## src/rtl/mem_pkg.sv

```systemverilog
// mem_pkg: shared widths, size/owner enums and lane helper for mem_arbiter.
// MEM_ARB_RR_EN (optional) turns fixed priority into two-way round-robin.
package mem_pkg;

   localparam int ADDR_WIDTH       = 32;
   localparam int DATA_WIDTH_BYTES = 4;
   localparam int MEM_SIZE_BYTES   = 1024;

   typedef enum logic [1:0] {
      BYTE    = 2'd0,
      HALF    = 2'd1,
      WORD    = 2'd2,
      ILLEGAL = 2'd3
   } mem_size_t;

   typedef enum logic [1:0] {
      NONE = 2'd0,
      IF   = 2'd1,
      LS   = 2'd2
   } mem_owner_t;

   // Lanes touched by an access of the given size, lane 0 first
   function automatic logic [3:0] lane_mask(input mem_size_t sz);
      logic [3:0] m;
      m = 4'b0000;
      unique case (sz)
         BYTE:    m = 4'b0001;
         HALF:    m = 4'b0011;
         WORD:    m = 4'b1111;
         ILLEGAL: m = 4'b0000;
      endcase
      return m;
   endfunction

endpackage

```

## src/rtl/mem_load_fmt.sv

```systemverilog
// mem_load_fmt: masks unused lanes of a load and applies sign/zero
// extension; stores and illegal sizes return zero.
module mem_load_fmt (
   input  logic [31:0] raw,
   input  logic [1:0]  size,
   input  logic        sign_en,
   input  logic        store,
   input  logic        err,
   output logic [31:0] data
);

   import mem_pkg::*;

   logic ext;

   // Keep valid lanes, fill the rest with the extension bit
   always_comb begin
      ext  = 1'b0;
      data = '0;
      unique case (mem_size_t'(size))
         BYTE: begin
            ext  = sign_en & raw[7];
            data = {{24{ext}}, raw[7:0]};
         end
         HALF: begin
            ext  = sign_en & raw[15];
            data = {{16{ext}}, raw[15:0]};
         end
         WORD:    data = raw;
         ILLEGAL: data = '0;
      endcase
      if (store || err) data = '0;
   end

endmodule

```

## src/rtl/mem_arbiter.sv

```systemverilog
// mem_arbiter: shares one byte-lane memory between fetch and load/store.
// Define MEM_ARB_RR_EN for round-robin; default is LS-over-IF priority.
module mem_arbiter #(
   parameter int ADDR_WIDTH       = mem_pkg::ADDR_WIDTH,
   parameter int DATA_WIDTH_BYTES = mem_pkg::DATA_WIDTH_BYTES
) (
   input  logic                             clk,
   input  logic                             rstL,
   input  logic                             if_req_valid,
   output logic                             if_req_ready,
   input  logic [ADDR_WIDTH-1:0]            if_addr,
   output logic                             if_rsp_valid,
   output logic [31:0]                      if_rsp_data,
   input  logic                             ls_req_valid,
   output logic                             ls_req_ready,
   input  logic [ADDR_WIDTH-1:0]            ls_addr,
   input  logic                             ls_we,
   input  logic [1:0]                       ls_size,
   input  logic                             ls_signed,
   input  logic [31:0]                      ls_wdata,
   output logic                             ls_rsp_valid,
   output logic [31:0]                      ls_rsp_data,
   output logic                             ls_rsp_err,
   output logic [DATA_WIDTH_BYTES-1:0]      mem_wenableL,
   output logic [DATA_WIDTH_BYTES-1:0][7:0] mem_data_w,
   output logic [ADDR_WIDTH-1:0]            mem_addr,
   input  logic [DATA_WIDTH_BYTES-1:0][7:0] mem_data_r
);

   import mem_pkg::*;

   logic        grant_if;
   logic        grant_ls;
   mem_size_t   req_size;
   mem_owner_t  rsp_owner;
   mem_size_t   r_size;
   logic        r_signed;
   logic        r_we;
   logic        r_err;
   logic [31:0] ls_fmt;

`ifdef MEM_ARB_RR_EN
   logic last_grant;
`endif

   assign req_size = mem_size_t'(ls_size);

   // Pick at most one requester this cycle, nothing while in reset
   always_comb begin
      grant_if = 1'b0;
      grant_ls = 1'b0;
      if (rstL) begin
`ifdef MEM_ARB_RR_EN
         if (ls_req_valid && if_req_valid) begin
            grant_ls = !last_grant;
            grant_if = last_grant;
         end else begin
            grant_ls = ls_req_valid;
            grant_if = if_req_valid;
         end
`else
         grant_ls = ls_req_valid;
         grant_if = if_req_valid && !ls_req_valid;
`endif
      end
   end

   assign if_req_ready = grant_if;
   assign ls_req_ready = grant_ls;

   // Steer the granted request onto the memory port
   always_comb begin
      mem_addr     = '0;
      mem_wenableL = '1;
      unique case (1'b1)
         grant_ls: begin
            mem_addr = ls_addr;
            if (ls_we) mem_wenableL = ~lane_mask(req_size);
         end
         grant_if: mem_addr = if_addr;
         default: ;
      endcase
   end

   assign mem_data_w = ls_wdata;

   // Record who owns next cycle's response and how to format it
   always_ff @(posedge clk) begin
      if (!rstL) begin
         rsp_owner <= NONE;
         r_size    <= BYTE;
         r_signed  <= 1'b0;
         r_we      <= 1'b0;
         r_err     <= 1'b0;
      end else begin
         unique case (1'b1)
            grant_ls: rsp_owner <= LS;
            grant_if: rsp_owner <= IF;
            default:  rsp_owner <= NONE;
         endcase
         if (grant_ls) begin
            r_size   <= req_size;
            r_signed <= ls_signed;
            r_we     <= ls_we;
            r_err    <= (req_size == ILLEGAL);
         end
      end
   end

`ifdef MEM_ARB_RR_EN
   // Remember the last winner; 1 means LS, reset leaves IF as last
   always_ff @(posedge clk) begin
      if (!rstL)
         last_grant <= 1'b0;
      else if (grant_ls || grant_if)
         last_grant <= grant_ls;
   end
`endif

   mem_load_fmt u_fmt (
      .raw     (mem_data_r),
      .size    (r_size),
      .sign_en (r_signed),
      .store   (r_we),
      .err     (r_err),
      .data    (ls_fmt)
   );

   // A response granted just before reset is dropped while rstL is low
   assign if_rsp_valid = rstL && (rsp_owner == IF);
   assign ls_rsp_valid = rstL && (rsp_owner == LS);
   assign ls_rsp_err   = ls_rsp_valid && r_err;
   assign if_rsp_data  = if_rsp_valid ? 32'(mem_data_r) : '0;
   assign ls_rsp_data  = ls_rsp_valid ? ls_fmt : '0;

endmodule

```

## config.mk

```make
export PLATFORM = sky130hd
export DESIGN_NAME = mem_arbiter
export DESIGN_NICKNAME = d
export VERILOG_FILES = /design/src/rtl/mem_pkg.sv /design/src/rtl/mem_load_fmt.sv /design/src/rtl/mem_arbiter.sv
export SDC_FILE = /design/constraint.sdc
export NUM_CORES = 1
export LEC_CHECK = 0
export ABC_CLOCK_PERIOD_IN_PS = 2400
export BUFFER_PORTS_ARGS = -buffer_cell sky130_fd_sc_hd__buf_4
export CORE_AREA = 2 2 106 108
export DETAILED_ROUTE_END_ITERATION = 6
export DIE_AREA = 0 0 108 110
export GPL_TIMING_DRIVEN = 1
export PLACE_DENSITY = 0.52
export SETUP_SLACK_MARGIN = 0.02
export SYNTH_ARGS = -nofsm -noshare
export SYNTH_HDL_FRONTEND = slang
export SYNTH_HIERARCHICAL = 1
export SYNTH_SLANG_ARGS = --single-unit
```

## constraint.sdc

```tcl
create_clock -name clk -period 2.4 [get_ports clk]
set_clock_uncertainty 0.2 [all_clocks]
set_input_delay 0.36 -clock clk [delete_from_list [all_inputs] [get_ports clk]]
set_output_delay 0.36 -clock clk [all_outputs]
set_load 0.03 [all_outputs]
```

==> results.toml <==
[routing]
firstDrtPassIters = 4
wl_per_cell_um = 15.7
wirelength_um = 8620
ant_nets = 0
drt_iter0_drc = 74
vias = 2466
drc = 0
vias_per_cell = 4.50

[power_and_ir_drop]
power_per_cell_area_nw_per_um2 = 259
vdd_drop_max_uv = 147
p_leak_nw = 1.70
p_total_uw = 876

[placed_design]
dpl.cell_count = 544
globalplace.congestion = 0.749
hpwl_um = 7160
port_buffers = 208

[logic_synthesis]
synthDistinctLibCells = 27
yosys_warnings = 6
synthCells = 252
syn-num-nets = 390
synth_area_um2 = 1990
ys_seq_elements = 7
yosysSeqAreaShare_pct = 7.04
syn_area_per_cell_um2 = 7.90

[worst_setup_path]
worst_setup_path_start_kind = "register"
r2r_slack_ns = 1.43
endpoint_kind = "primary output"
path_class = "register to primary output"
cp_max_fo = 24
worstReg2RegEnd = "r_size[0]$_SDFFE_PN0N_"
rr_startpoint = "r_size[0]$_SDFFE_PN0N_"
worst_ep_required_time_ns = 1.84
cp.arrival_ns = 1.66
rr_worst_depth = 3

[clocking]
clock_sinks = 7
post_cts_buffers = 0
clock_latency_ns = 0.22
htree_levels = 1
cts_buffers = 3
cts_root_buf = "clkbuf_8"
cts_tree = "built"
clk_path_buf_depth = 2
cts.clk_slew.worst_paths_ns = 0.04

[worst_hold_path]
min_from = "ls_signed"
hold_depth = 3
holdPathEnd = "r_signed$_SDFFE_PN0N_"
hold_class = "input port to register"

[floorplanning]
core_area_um2 = 10700
start_util_pct = 18.6
pin_count = 273
die-area_um2 = 11900
dieHeight_um = 110
rows = 38
die_w_um = 108

[final_layout]
post_layout_nonfiller_instances = 548
fin_nets = 547
drive_above_1_share_pct = 55.6
diodes = 0
syn2layout_area_growth_pct = 69.8

[timing]
setup_violations = 0
worst_slew_pin_slew_ns = 0.552
min_period_ns = 2.22
timing.hold.ws_ns = 0.196
min_period_over_period_pct = 92.7
max_freq_mhz = 449
setup_tns_ns = 0
slew_violations = 0
finalHoldViolCount = 0
rsz0062_at_grt = "no"
slew_headroom_pct = 63.2

[global_route]
overflow = 0
antenna_found_initial = 1
grt_pass1_vias = 2331
grt_usage_pct = 13.3
grt_pass1_wl_um = 12300
grt_max_degree = 35

[flow_run]
maxCapViolCount = 0

[outcome]
status = "complete, no violations"
==> critical path, stage by stage (launching register included) <==
cell	delay (ns)
dfxtp_1	0.34
buf_6	0.18
a211oi_4	0.06
buf_4	0.23
a311oi_1	0.31
and2_1	0.17
buf_4	0.15
==> layout make-up <==
type | count | area (um2)
Multi-Input combinational cell | 173 | 1360
Fill cell | 1163 | 7320
Inverter | 9 | 33.8
Timing Repair Buffer | 215 | 1630
Sequential cell | 7 | 140
Clock buffer | 4 | 45.0
Tap cell | 140 | 175
==> power by group <==
part	internal [mW]	leakage (nW)	switching (mW)
clock network	0.115	0.0228	0.0477
registers	0.123	0.0578	0.00718
logic	0.277	1.62	0.305
total	0.515	1.70	0.360
==> metrics by stage <==
step | setup slack (ns) | cell area [um2] | utilization, %
detailed placement | 0.101 | 3330 | 31.1
global placement | 0.180 | 3330 | 31.1
floorplan | 0.508 | 1990 | -
CTS | 0.0981 | 3370 | 31.5
finish | 0.175 | 3380 | 31.6
global route | 0.0481 | 3380 | 31.6
==> synthesized netlist by cell type <==
cell type	number	area (um2)
a311oi_1	16	140
dfxtp_1	7	140
buf_6	10	113
a211oi_1	5	37.5
and2_1	75	469
ha_1	2	25.0
mux2i_1	5	50.1
a32o_1	32	320
inv_1	9	33.8
buf_2	7	35.0
nand3b_1	1	7.51
buf_1	1	3.75
buf_8	1	15.0
and2_4	1	8.76
and4b_1	1	10.0
nor2b_1	6	37.5
or2_1	2	12.5
clkbuf_1	8	30.0
nand3b_4	1	20.0
a211o_1	1	8.76
buf_4	36	270
nand4b_1	1	8.76
and3b_1	2	17.5
nand4_1	1	6.26
a211oi_4	1	20.0
a211oi_2	4	50.1
nand2b_1	16	100
==> worst max path at each step <==
| stage | slack [ns] | end | depth (start not counted) | from |
|---|---|---|---|---|
| floorplan | 0.51 | ls_rsp_data[29] | 5 | r_err$_SDFFE_PN0N_ |
| finish | 0.18 | ls_rsp_data[16] | 6 | r_size[0]$_SDFFE_PN0N_ |
| detailed placement | 0.10 | ls_rsp_data[16] | 4 | r_size[1]$_SDFFE_PN0N_ |
| global placement | 0.18 | ls_rsp_data[26] | 4 | r_size[1]$_SDFFE_PN0N_ |
| global route | 0.05 | ls_rsp_data[20] | 6 | r_size[0]$_SDFFE_PN0N_ |
| CTS | 0.1 | ls_rsp_data[16] | 4 | r_size[1]$_SDFFE_PN0N_ |
==> cells in the final DEF, fill, tap and decap left out, types with 3 or more instances in the layout <==
cell	n
buf_4	213
and2_1	75
a32o_1	32
nand2b_1	16
a311oi_1	16
inv_1	9
dfxtp_1	7
mux2i_1	5
nor2b_1	5
a211oi_1	5
a211oi_2	4
clkbuf_8	3
==> sequential cells by signal, indices dropped and copies added (netlist names) <==
| name | cells |
|---|---|
| r_we | 1 |
| rsp_owner | 2 |
| r_size | 2 |
| r_signed | 1 |
| r_err | 1 |
==> kinds of logic after synthesis <==
family | share of synthesized area, %
AOI/OAI and AO/OA | 29.0
adders and majority gates | 1.26
buffers and inverters | 25.1
DFF | 7.04
muxes | 2.51
and+or+nand+nor | 35.1
==> routing by layer <==
metal / track usage [%] / wire length, um
met4: 2.75 / 129
met1: 14.3 / 3170
met5: 0 / 12
met2: 25.0 / 4380
met3: 4.76 / 926
==> repair_timing <==
action	CTS	global route
setup endpoints to repair	24	10
hold buffers	0	0
resized for setup	1	2
Note: power is estimated with default switching activity, not from simulation.
